## src/rtl/pcpi_bridge_pkg.sv

```systemverilog
// Shared types and elaboration helpers for the PCPI serial bridge.
package pcpi_bridge_pkg;

  typedef enum logic [1:0] {
    RECV  = 2'd0,
    ISSUE = 2'd1,
    SEND  = 2'd2
  } state_t;

  // Bits needed to count 0..n-1, never less than one.
  function automatic int cnt_w(input int n);
    return (n <= 1) ? 1 : $clog2(n);
  endfunction

  function automatic bit seg_w_ok(input int seg_w, input int insn_w, input int rd_w);
    return (seg_w > 0) && ((insn_w % seg_w) == 0) && ((rd_w % seg_w) == 0);
  endfunction

endpackage

```

## src/rtl/pcpi_seg_serializer.sv

```systemverilog
// Loadable right-shift register that emits a word as LSB-first segments
// over a valid/ready handshake; done pulses with the final handshake.
module pcpi_seg_serializer
  import pcpi_bridge_pkg::*;
#(
  parameter int SEG_W = 4,
  parameter int RD_W  = 32
) (
  input  logic             clk,
  input  logic             rst_n,
  input  logic             load,
  input  logic [RD_W-1:0]  load_data,
  input  logic             out_ready,
  output logic             out_valid,
  output logic [SEG_W-1:0] out_data,
  output logic             done
);

  localparam int NSEG  = RD_W / SEG_W;
  localparam int CNT_W = cnt_w(NSEG);
  localparam logic [CNT_W-1:0] LAST = CNT_W'(NSEG - 1);

  logic [RD_W-1:0]  shreg;
  logic [CNT_W-1:0] cnt;
  logic             valid;
  logic             take;

  assign take      = valid && out_ready;
  assign done      = take && (cnt == LAST);
  assign out_valid = valid;
  assign out_data  = shreg[SEG_W-1:0];

  always_ff @(posedge clk or negedge rst_n) begin
    if (!rst_n) begin
      shreg <= '0;
      cnt   <= '0;
      valid <= 1'b0;
    end else if (load) begin
      shreg <= load_data;
      cnt   <= '0;
      valid <= 1'b1;
    end else if (take) begin
      // zero fill leaves the register clear once the word has drained
      shreg <= shreg >> SEG_W;
      if (done) begin
        cnt   <= '0;
        valid <= 1'b0;
      end else begin
        cnt <= cnt + CNT_W'(1);
      end
    end
  end

endmodule

```

## src/rtl/pcpi_serial_bridge.sv

```systemverilog
// Segment-serial front end for a PCPI coprocessor: assembles an instruction,
// issues it with a stall timeout, and streams a write-back result out.
//
// state | meaning
// RECV  | accepting instruction segments
// ISSUE | pcpi_valid held, waiting for pcpi_ready or timeout
// SEND  | streaming the captured pcpi_rd out as segments
module pcpi_serial_bridge
  import pcpi_bridge_pkg::*;
#(
  parameter int SEG_W   = 4,
  parameter int INSN_W  = 32,
  parameter int RD_W    = 32,
  parameter int TIMEOUT = 16
) (
  input  logic              clk,
  input  logic              rst_n,
  input  logic              in_valid,
  input  logic [SEG_W-1:0]  in_data,
  output logic              in_ready,
  output logic              pcpi_valid,
  output logic [INSN_W-1:0] pcpi_insn,
  input  logic              pcpi_ready,
  input  logic              pcpi_wr,
  input  logic              pcpi_wait,
  input  logic [RD_W-1:0]   pcpi_rd,
  output logic              out_valid,
  output logic [SEG_W-1:0]  out_data,
  input  logic              out_ready,
  output logic              busy,
  output logic              err_timeout
);

  localparam int NSEG_IN = INSN_W / SEG_W;
  localparam int K_W     = cnt_w(NSEG_IN);
  localparam int TMO_W   = cnt_w(TIMEOUT + 1);
  localparam logic [K_W-1:0]   K_LAST   = K_W'(NSEG_IN - 1);
  localparam logic [TMO_W-1:0] TMO_LAST = TMO_W'((TIMEOUT > 0) ? TIMEOUT - 1 : 0);

  if (!seg_w_ok(SEG_W, INSN_W, RD_W)) begin : g_bad_seg_w
    $error("pcpi_serial_bridge: SEG_W must divide INSN_W and RD_W");
  end

  state_t              state_q, state_d;
  logic [K_W-1:0]      k_q;
  logic [INSN_W-1:0]   insn_q;
  logic                pcpi_valid_q;
  logic                err_q;
  logic [TMO_W-1:0]    tmo_q;

  logic accept;
  logic last_seg;
  logic tmo_hit;
  logic issue_end;
  logic set_err;
  logic ser_load;
  logic ser_done;

  always_comb begin
    state_d   = state_q;
    issue_end = 1'b0;
    set_err   = 1'b0;
    ser_load  = 1'b0;
    accept    = (state_q == RECV) && in_valid;
    last_seg  = accept && (k_q == K_LAST);
    // the cycle whose stall would bring the count to TIMEOUT is the timeout cycle
    tmo_hit   = (TIMEOUT != 0) && !pcpi_wait && (tmo_q == TMO_LAST);
    case (state_q)
      RECV: begin
        if (last_seg) state_d = ISSUE;
      end
      ISSUE: begin
        if (pcpi_ready) begin
          issue_end = 1'b1;
          if (pcpi_wr) begin
            ser_load = 1'b1;
            state_d  = SEND;
          end else begin
            state_d = RECV;
          end
        end else if (tmo_hit) begin
          issue_end = 1'b1;
          set_err   = 1'b1;
          state_d   = RECV;
        end
      end
      SEND: begin
        if (ser_done) state_d = RECV;
      end
      default: state_d = RECV;
    endcase
  end

  always_ff @(posedge clk or negedge rst_n) begin
    if (!rst_n) state_q <= RECV;
    else        state_q <= state_d;
  end

  always_ff @(posedge clk or negedge rst_n) begin
    if (!rst_n) begin
      k_q          <= '0;
      insn_q       <= '0;
      pcpi_valid_q <= 1'b0;
      err_q        <= 1'b0;
      tmo_q        <= '0;
    end else begin
      if (accept) begin
        for (int i = 0; i < NSEG_IN; i++) begin
          if (k_q == K_W'(i)) insn_q[i*SEG_W +: SEG_W] <= in_data;
        end
        k_q <= last_seg ? '0 : k_q + K_W'(1);
        if (k_q == '0) err_q <= 1'b0;
      end
      if (last_seg)  pcpi_valid_q <= 1'b1;
      if (issue_end) pcpi_valid_q <= 1'b0;
      if (set_err)   err_q        <= 1'b1;
      if ((state_q == ISSUE) && !issue_end) tmo_q <= pcpi_wait ? '0 : tmo_q + TMO_W'(1);
      else                                  tmo_q <= '0;
    end
  end

  pcpi_seg_serializer #(
    .SEG_W (SEG_W),
    .RD_W  (RD_W)
  ) u_ser (
    .clk       (clk),
    .rst_n     (rst_n),
    .load      (ser_load),
    .load_data (pcpi_rd),
    .out_ready (out_ready),
    .out_valid (out_valid),
    .out_data  (out_data),
    .done      (ser_done)
  );

  assign in_ready    = (state_q == RECV);
  assign busy        = (state_q != RECV) || (k_q != '0);
  assign pcpi_valid  = pcpi_valid_q;
  assign pcpi_insn   = insn_q;
  assign err_timeout = err_q;

endmodule

```

## config.mk

```make
export PLATFORM = sky130hd
export DESIGN_NAME = pcpi_serial_bridge
export DESIGN_NICKNAME = d
export VERILOG_FILES = /design/src/rtl/pcpi_bridge_pkg.sv /design/src/rtl/pcpi_seg_serializer.sv /design/src/rtl/pcpi_serial_bridge.sv
export SDC_FILE = /design/constraint.sdc
export NUM_CORES = 1
export LEC_CHECK = 0
export CAP_MARGIN = 20
export CORE_MARGIN = 5
export CORE_UTILIZATION = 48
export CTS_CLUSTER_SIZE = 20
export DETAILED_ROUTE_END_ITERATION = 6
export PLACE_DENSITY = 0.78
export SETUP_SLACK_MARGIN = 0.15
export SYNTH_ARGS = -nofsm -noshare
export SYNTH_HDL_FRONTEND = slang
export SYNTH_SLANG_ARGS = --single-unit
```

## constraint.sdc

```tcl
create_clock -name clk -period 3.6 [get_ports clk]
set_clock_uncertainty 0.15 [all_clocks]
set_input_delay 0.36 -clock clk [delete_from_list [all_inputs] [get_ports clk]]
set_output_delay 0.36 -clock clk [all_outputs]
set_load 0.02 [all_outputs]
```

Word level (Yosys, flattened, before mapping)
Index checks and enable logic that the tools add are counted.
{"block": "word_totals", "reg_bits": 80}
{"block": "classes", "addsub": 3, "n_eq_ne": 14, "muxes": 30, "n_reduce_logical": 29}
{"op": "two-way mux 32 bit", "n": 2}
{"op": "AND reduction 2 bit", "n": 10}
{"op": "two-way mux 1 bit", "n": 16}
{"op": "equality test 3 bit, second input constant", "n": 5}
{"op": "two-way mux 3 bit", "n": 4}
{"op": "nonzero test 2 bit", "n": 6}
{"op": "two-way mux 2 bit", "n": 5}
{"op": "two-way mux 5 bit", "n": 2}
{"op": "adder 3 x 1 -> 3 bit, second input constant", "n": 2}
{"op": "equality test 3 x 2 -> 1 bit, second input constant", "n": 2}
{"op": "logical AND 1 bit", "n": 6}
{"op": "case mux 2 bit (3 select lines)", "n": 1}
{"op": "adder 5 x 1 -> 5 bit, second input constant", "n": 1}
{"op": "equality test 5 x 4 -> 1 bit, second input constant", "n": 1}
{"op": "equality test 3 x 1 -> 1 bit, second input constant", "n": 1}
{"op": "logical NOT 3 bit", "n": 1}
{"op": "!= test 3 bit, second input constant", "n": 1}
{"op": "AND reduction 3 bit", "n": 1}
{"op": "nonzero test 3 bit", "n": 1}
{"op": "equality test 2 x 1 -> 1 bit, second input constant", "n": 1}
{"op": "equality test 2 bit, second input constant", "n": 1}
{"op": "logical NOT 1 bit", "n": 2}
{"op": "logical NOT 2 bit", "n": 1}
{"op": "!= test 2 x 1 -> 1 bit, second input constant", "n": 1}
{"op": "2 further kinds", "n": 2}

Logic depth before layout (Yosys ltp)
{"block": "logic_depth", "ltp_word": 8, "depth_mapped": 6, "mapped_depth_nobuf": 6}

Cells and area by module
Synthesis repeated with hierarchy kept, for this count alone.
{"block": "hier_totals", "hier_cells": 336, "hier_area_um2": 3901.2}
{"module": "pcpi_seg_serializer", "n_inst": 1, "cells_per_inst": 201, "area_each_um2": 2013.2, "seq_area_each_um2": 900.9}
{"module": "pcpi_serial_bridge", "n_inst": 1, "cells_per_inst": 135, "area_each_um2": 1888.1, "seq_area_each_um2": 1101.1}

Least setup slack after synthesis
No wires, ideal clock.
{"block": "synth_timing", "path_kind": "register to register", "from": "reg state_q[1]", "to": "reg insn_q[28], in the netlist pcpi_insn[28]", "setup_time_ps": 125, "t_arrival_ps": 1427, "required_time_ps": 3325, "path_slack_ps": 1898, "stages_incl_launch_ff": 5, "n_path_buf": 1, "path_cell_list": "dfrtp_1 -> nor2_2 -> and3_1 -> buf_2 -> mux2_2"}
{"block": "synth_between", "elab_chain_len": 3}
{"item": "from (decl)", "line_no": "pcpi_serial_bridge.sv:44", "rtl": "state_t state_q, state_d;"}
{"item": "from (signal assigned)", "line_no": "pcpi_serial_bridge.sv:96", "rtl": "else state_q <= state_d;"}
{"item": "logical NOT 2 bit"}
{"item": "named net in_ready", "line_no": "pcpi_serial_bridge.sv:20", "rtl": "output logic in_ready,"}
{"item": "logical AND 1 bit", "line_no": "pcpi_serial_bridge.sv:64", "rtl": "accept = (state_q == RECV) && in_valid;"}
{"item": "AND reduction 2 bit (no line)"}
{"item": "to (signal, indexed assignment)", "line_no": "pcpi_serial_bridge.sv:109", "rtl": "if (k_q == K_W'(i)) insn_q[i*SEG_W +: SEG_W] <= in_data;"}
{"item": "to (decl)", "line_no": "pcpi_serial_bridge.sv:46", "rtl": "logic [INSN_W-1:0] insn_q;"}
The timed path passes the listed nets, and every way through them passes these cells.
A chain may end at the register's enable or synchronous reset.

Final worst setup path
{"block": "layout_timing", "from": "reg k_q[0]", "to": "out busy"}
{"block": "layout_between", "elab_chain_len": 2}
{"item": "from (decl)", "line_no": "pcpi_serial_bridge.sv:45", "rtl": "logic [K_W-1:0] k_q;"}
{"item": "from (signal assigned)", "line_no": "pcpi_serial_bridge.sv:111", "rtl": "k_q <= last_seg ? '0 : k_q + K_W'(1);"}
{"item": "nonzero test 3 bit", "line_no": "pcpi_serial_bridge.sv:137", "rtl": "assign busy = (state_q != RECV) || (k_q != '0);"}
{"item": "logical OR 1 bit", "line_no": "pcpi_serial_bridge.sv:137"}
{"item": "to (decl)", "line_no": "pcpi_serial_bridge.sv:30", "rtl": "output logic busy,"}
Every way passes these cells.

==> flow_metrics.py <==
metrics = {
    "outcome": {
        "status": "finished clean",
    },
    "timing": {
        "layout_min_cycle_time_ns": 2.44,
        "finalHoldViolations": 0,
        "setup_violations": 0,
        "tightest_slew_ns": 0.974,
        "period_share": 0.678,
        "maxSlewHeadroom": 0.348,
        "drv_slew": 0,
        "rsz0062_at_grt": "no",
        "fmaxAchievable_ghz": 0.410,
        "tns_ns": 0,
    },
    "drt": {
        "drc": 0,
        "firstDrtPassIters": 4,
        "wirelength_um": 7660,
        "routedWlPerCell_um": 16.1,
        "vias": 2394,
        "first_iter_violations": 45,
        "ant_nets": 0,
        "vias_per_cell": 5.03,
    },
    "grt": {
        "antenna_found_initial": 0,
        "grt_pass1_wl_um": 12500,
        "grt_pass1_vias": 2526,
        "track_usage": 0.180,
        "grt_max_degree": 81,
        "grt_overflow": 0,
    },
    "power_and_ir_drop": {
        "p_sw_frac": 0.352,
        "power.switching_w": 0.00127,
        "p_per_area_nw_per_um2": 781,
        "pwr-share-seq": 0.408,
        "irDropWorstVdd_v": 0.000583,
        "pwr-share-comb": 0.406,
        "p_leak_nw": 2.18,
        "power.share.clock": 0.186,
        "internal_power_w": 0.00234,
    },
    "worst_hold_path": {
        "min_path_type": "reg -> reg",
        "hold_start": "tmo_q[0]",
    },
    "logic_synthesis": {
        "synth_adder_area_share": 0.0354,
        "synth_compound_area_frac": 0.0578,
        "synth_warnings": 0,
        "ys_dominant_reg_cell": "dfrtp_1",
        "synth_xor_area_frac": 0.00496,
        "synthesis.nets": 347,
        "synth_area_um2": 3530,
        "ys_types": 35,
        "synth_area_leaders": "dfrtp_1 (57%), mux2_2 (9.9%), mux2i_1 (7.9%)",
        "synth-edff-count": 0,
        "synthSimpleGateAreaFrac": 0.115,
        "synth_top_cell_area_share": 0.567,
        "synthMuxAreaShare": 0.185,
        "ys_seq_elements": 80,
        "synthArstFlopShare": 1.00,
        "yosysTopAreaCell": "dfrtp_1",
        "syn_inst": 294,
        "synth.avg_cell_area_um2": 12.0,
        "yosysMostFrequentCell": "dfrtp_1",
        "yosys-top-cells-count": "dfrtp_1 (80), nand2_1 (44), mux2_2 (31)",
        "seq_area_frac_synth": 0.567,
        "synth_top_family_by_area": "multiplexers",
    },
    "cts": {
        "insertion_delay_ns": 0.35,
        "cts_tree": "built",
        "clk_pin_slew_ns": 0.09,
        "h-tree-depth": 3,
        "root_buffer": "clkbuf_8",
        "clkSinkCount": 80,
        "numCtsBuffers": 9,
        "cts_max_path_buffers": 2,
        "post_cts_buffers": 0,
        "postCtsResizedCells": 0,
    },
    "setup_path": {
        "cp.arrival_ns": 1.93,
        "critPathCaptureType": "output port",
        "worst_ep_required_time_ns": 3.09,
        "setup.worst_path.start": "k_q[0]",
        "cp-start-kind": "register",
        "crit_fanout": 5,
        "critical_path_class": "reg -> out",
        "r2r-start": "state_q[1]",
    },
    "final_layout": {
        "num_antenna_cells": 0,
        "n_fill_cell": 608,
        "fin_util": 0.640,
        "syn2layout_area_growth_pct": 30.9,
        "fin_nets": 425,
        "stdcell_area_um2": 4620,
        "drive_above_1_share": 0.149,
    },
    "floorplan": {
        "std_cell_rows": 31,
        "design.die.area_um2": 9170,
        "chipWidth_um": 95.8,
        "io_pins": 84,
        "coreArea_um2": 7210,
        "start_util": 0.489,
        "die_h_um": 95.8,
    },
    "placement": {
        "globalplace.congestion": 0.760,
        "dp_hpwl_um": 5220,
        "port-buffer-count": 83,
        "placed_area_um2": 4380,
    },
    "flow_run": {
        "drv_cap": 0,
    },
}
[worst paths after layout]
check,end,slack (ns),cells past startpoint
min reg2reg,tmo_q[0],0.31,1
max,busy,1.16,5
min,tmo_q[0],0.31,1
max reg2reg,u_ser.shreg[13],1.54,2
min in group asynchronous,u_ser.shreg[21],0.32,2
max in group asynchronous,u_ser.shreg[11],2.40,3
[registers in the layout (all words and copies together), names as in the netlist]
name	count
u_ser.shreg	32
k_q	3
state_q	2
u_ser.out_valid	1
pcpi_valid	1
tmo_q	5
err_timeout	1
pcpi_insn	32
u_ser.cnt	3
[cells in the final DEF (no fill, tap or decap), types with 2 or more instances in the layout]
master           count
dfrtp_1             80
inv_6                3
clkbuf_8             9
nor2b_1              3
nand4b_1             3
ha_1                10
or3b_1               2
nand2_1             44
mux2_1               2
a21o_1               2
and4_1               2
and3_1               3
clkdlybuf4s50_1     82
nand3_1              9
mux2i_1             28
inv_1                6
o21ai_0             28
nor2_1               6
mux2_2              31
a21oi_1              3
[power by group through the flow]
stage	Clock, W	Sequential, W	Combinational (W)
final	0.000671	0.00147	0.00146
after global routing	0.000727	0.00152	0.00160
after CTS	0.000692	0.00148	0.00148
after detailed placement	0	0.00149	0.00147
after global placement	0	0.00147	0.00143
after floorplan	0	0.00167	0.000640
[through the flow]
stage	hold WS, ns	std cells	setup WS [ns]	power [W]
final	0.308	476	1.16	0.00361
after global routing	0.339	476	1.06	0.00384
after CTS	0.0402	474	1.13	0.00365
after detailed placement	0.300	458	1.18	0.00295
after global placement	0.291	458	1.23	0.00290
after floorplan	-0.0856	294	1.90	0.00231
[critical path, stage by stage (launching register included)]
cell and delay, ns:
dfrtp_1 0.44, inv_1 0.09, ha_1 0.21, nor2b_1 0.14, nand2_1 0.08, clkdlybuf4s50_1 0.62
[what timing repair did]
item                                    in CTS  in global routing
hold endpoints to repair                     0                 29
hold buffers                                 0                  1
endpoints found under the setup margin       0                  0
[cells by family (layout without fill, tap and decap cells)]
| family | after synthesis | count (layout) |
|---|---|---|
| flops | 80 | 80 |
| mux | 61 | 61 |
| xor+xnor | 2 | 2 |
| simple gates | 80 | 80 |
| compound gates | 37 | 37 |
| buf+inv | 24 | 107 |
| fa+ha+maj | 10 | 10 |
[routing by layer]
layer	share of wire	routed length (µm)	vias to the layer above	GRT usage
li1	-	-	1166	-
met3	0.074	570	12	0.0539
met1	0.43	3300	1152	0.234
met2	0.48	3670	64	0.281
met5	0	0	-	0
met4	0.016	121	0	0.0782
[area by class of cell]
type / count / area (µm²) / share of cell area
sequential: 80 / 2000 / 0.433
multi-input combinational: 190 / 1410 / 0.304
timing repair buffer: 85 / 866 / 0.187
clock buffer: 9 / 124 / 0.0268
tap: 99 / 124 / 0.0268
clock inverter: 7 / 77.6 / 0.0168
inverter: 6 / 22.5 / 0.00487
Power figures use the tool's default switching activity.
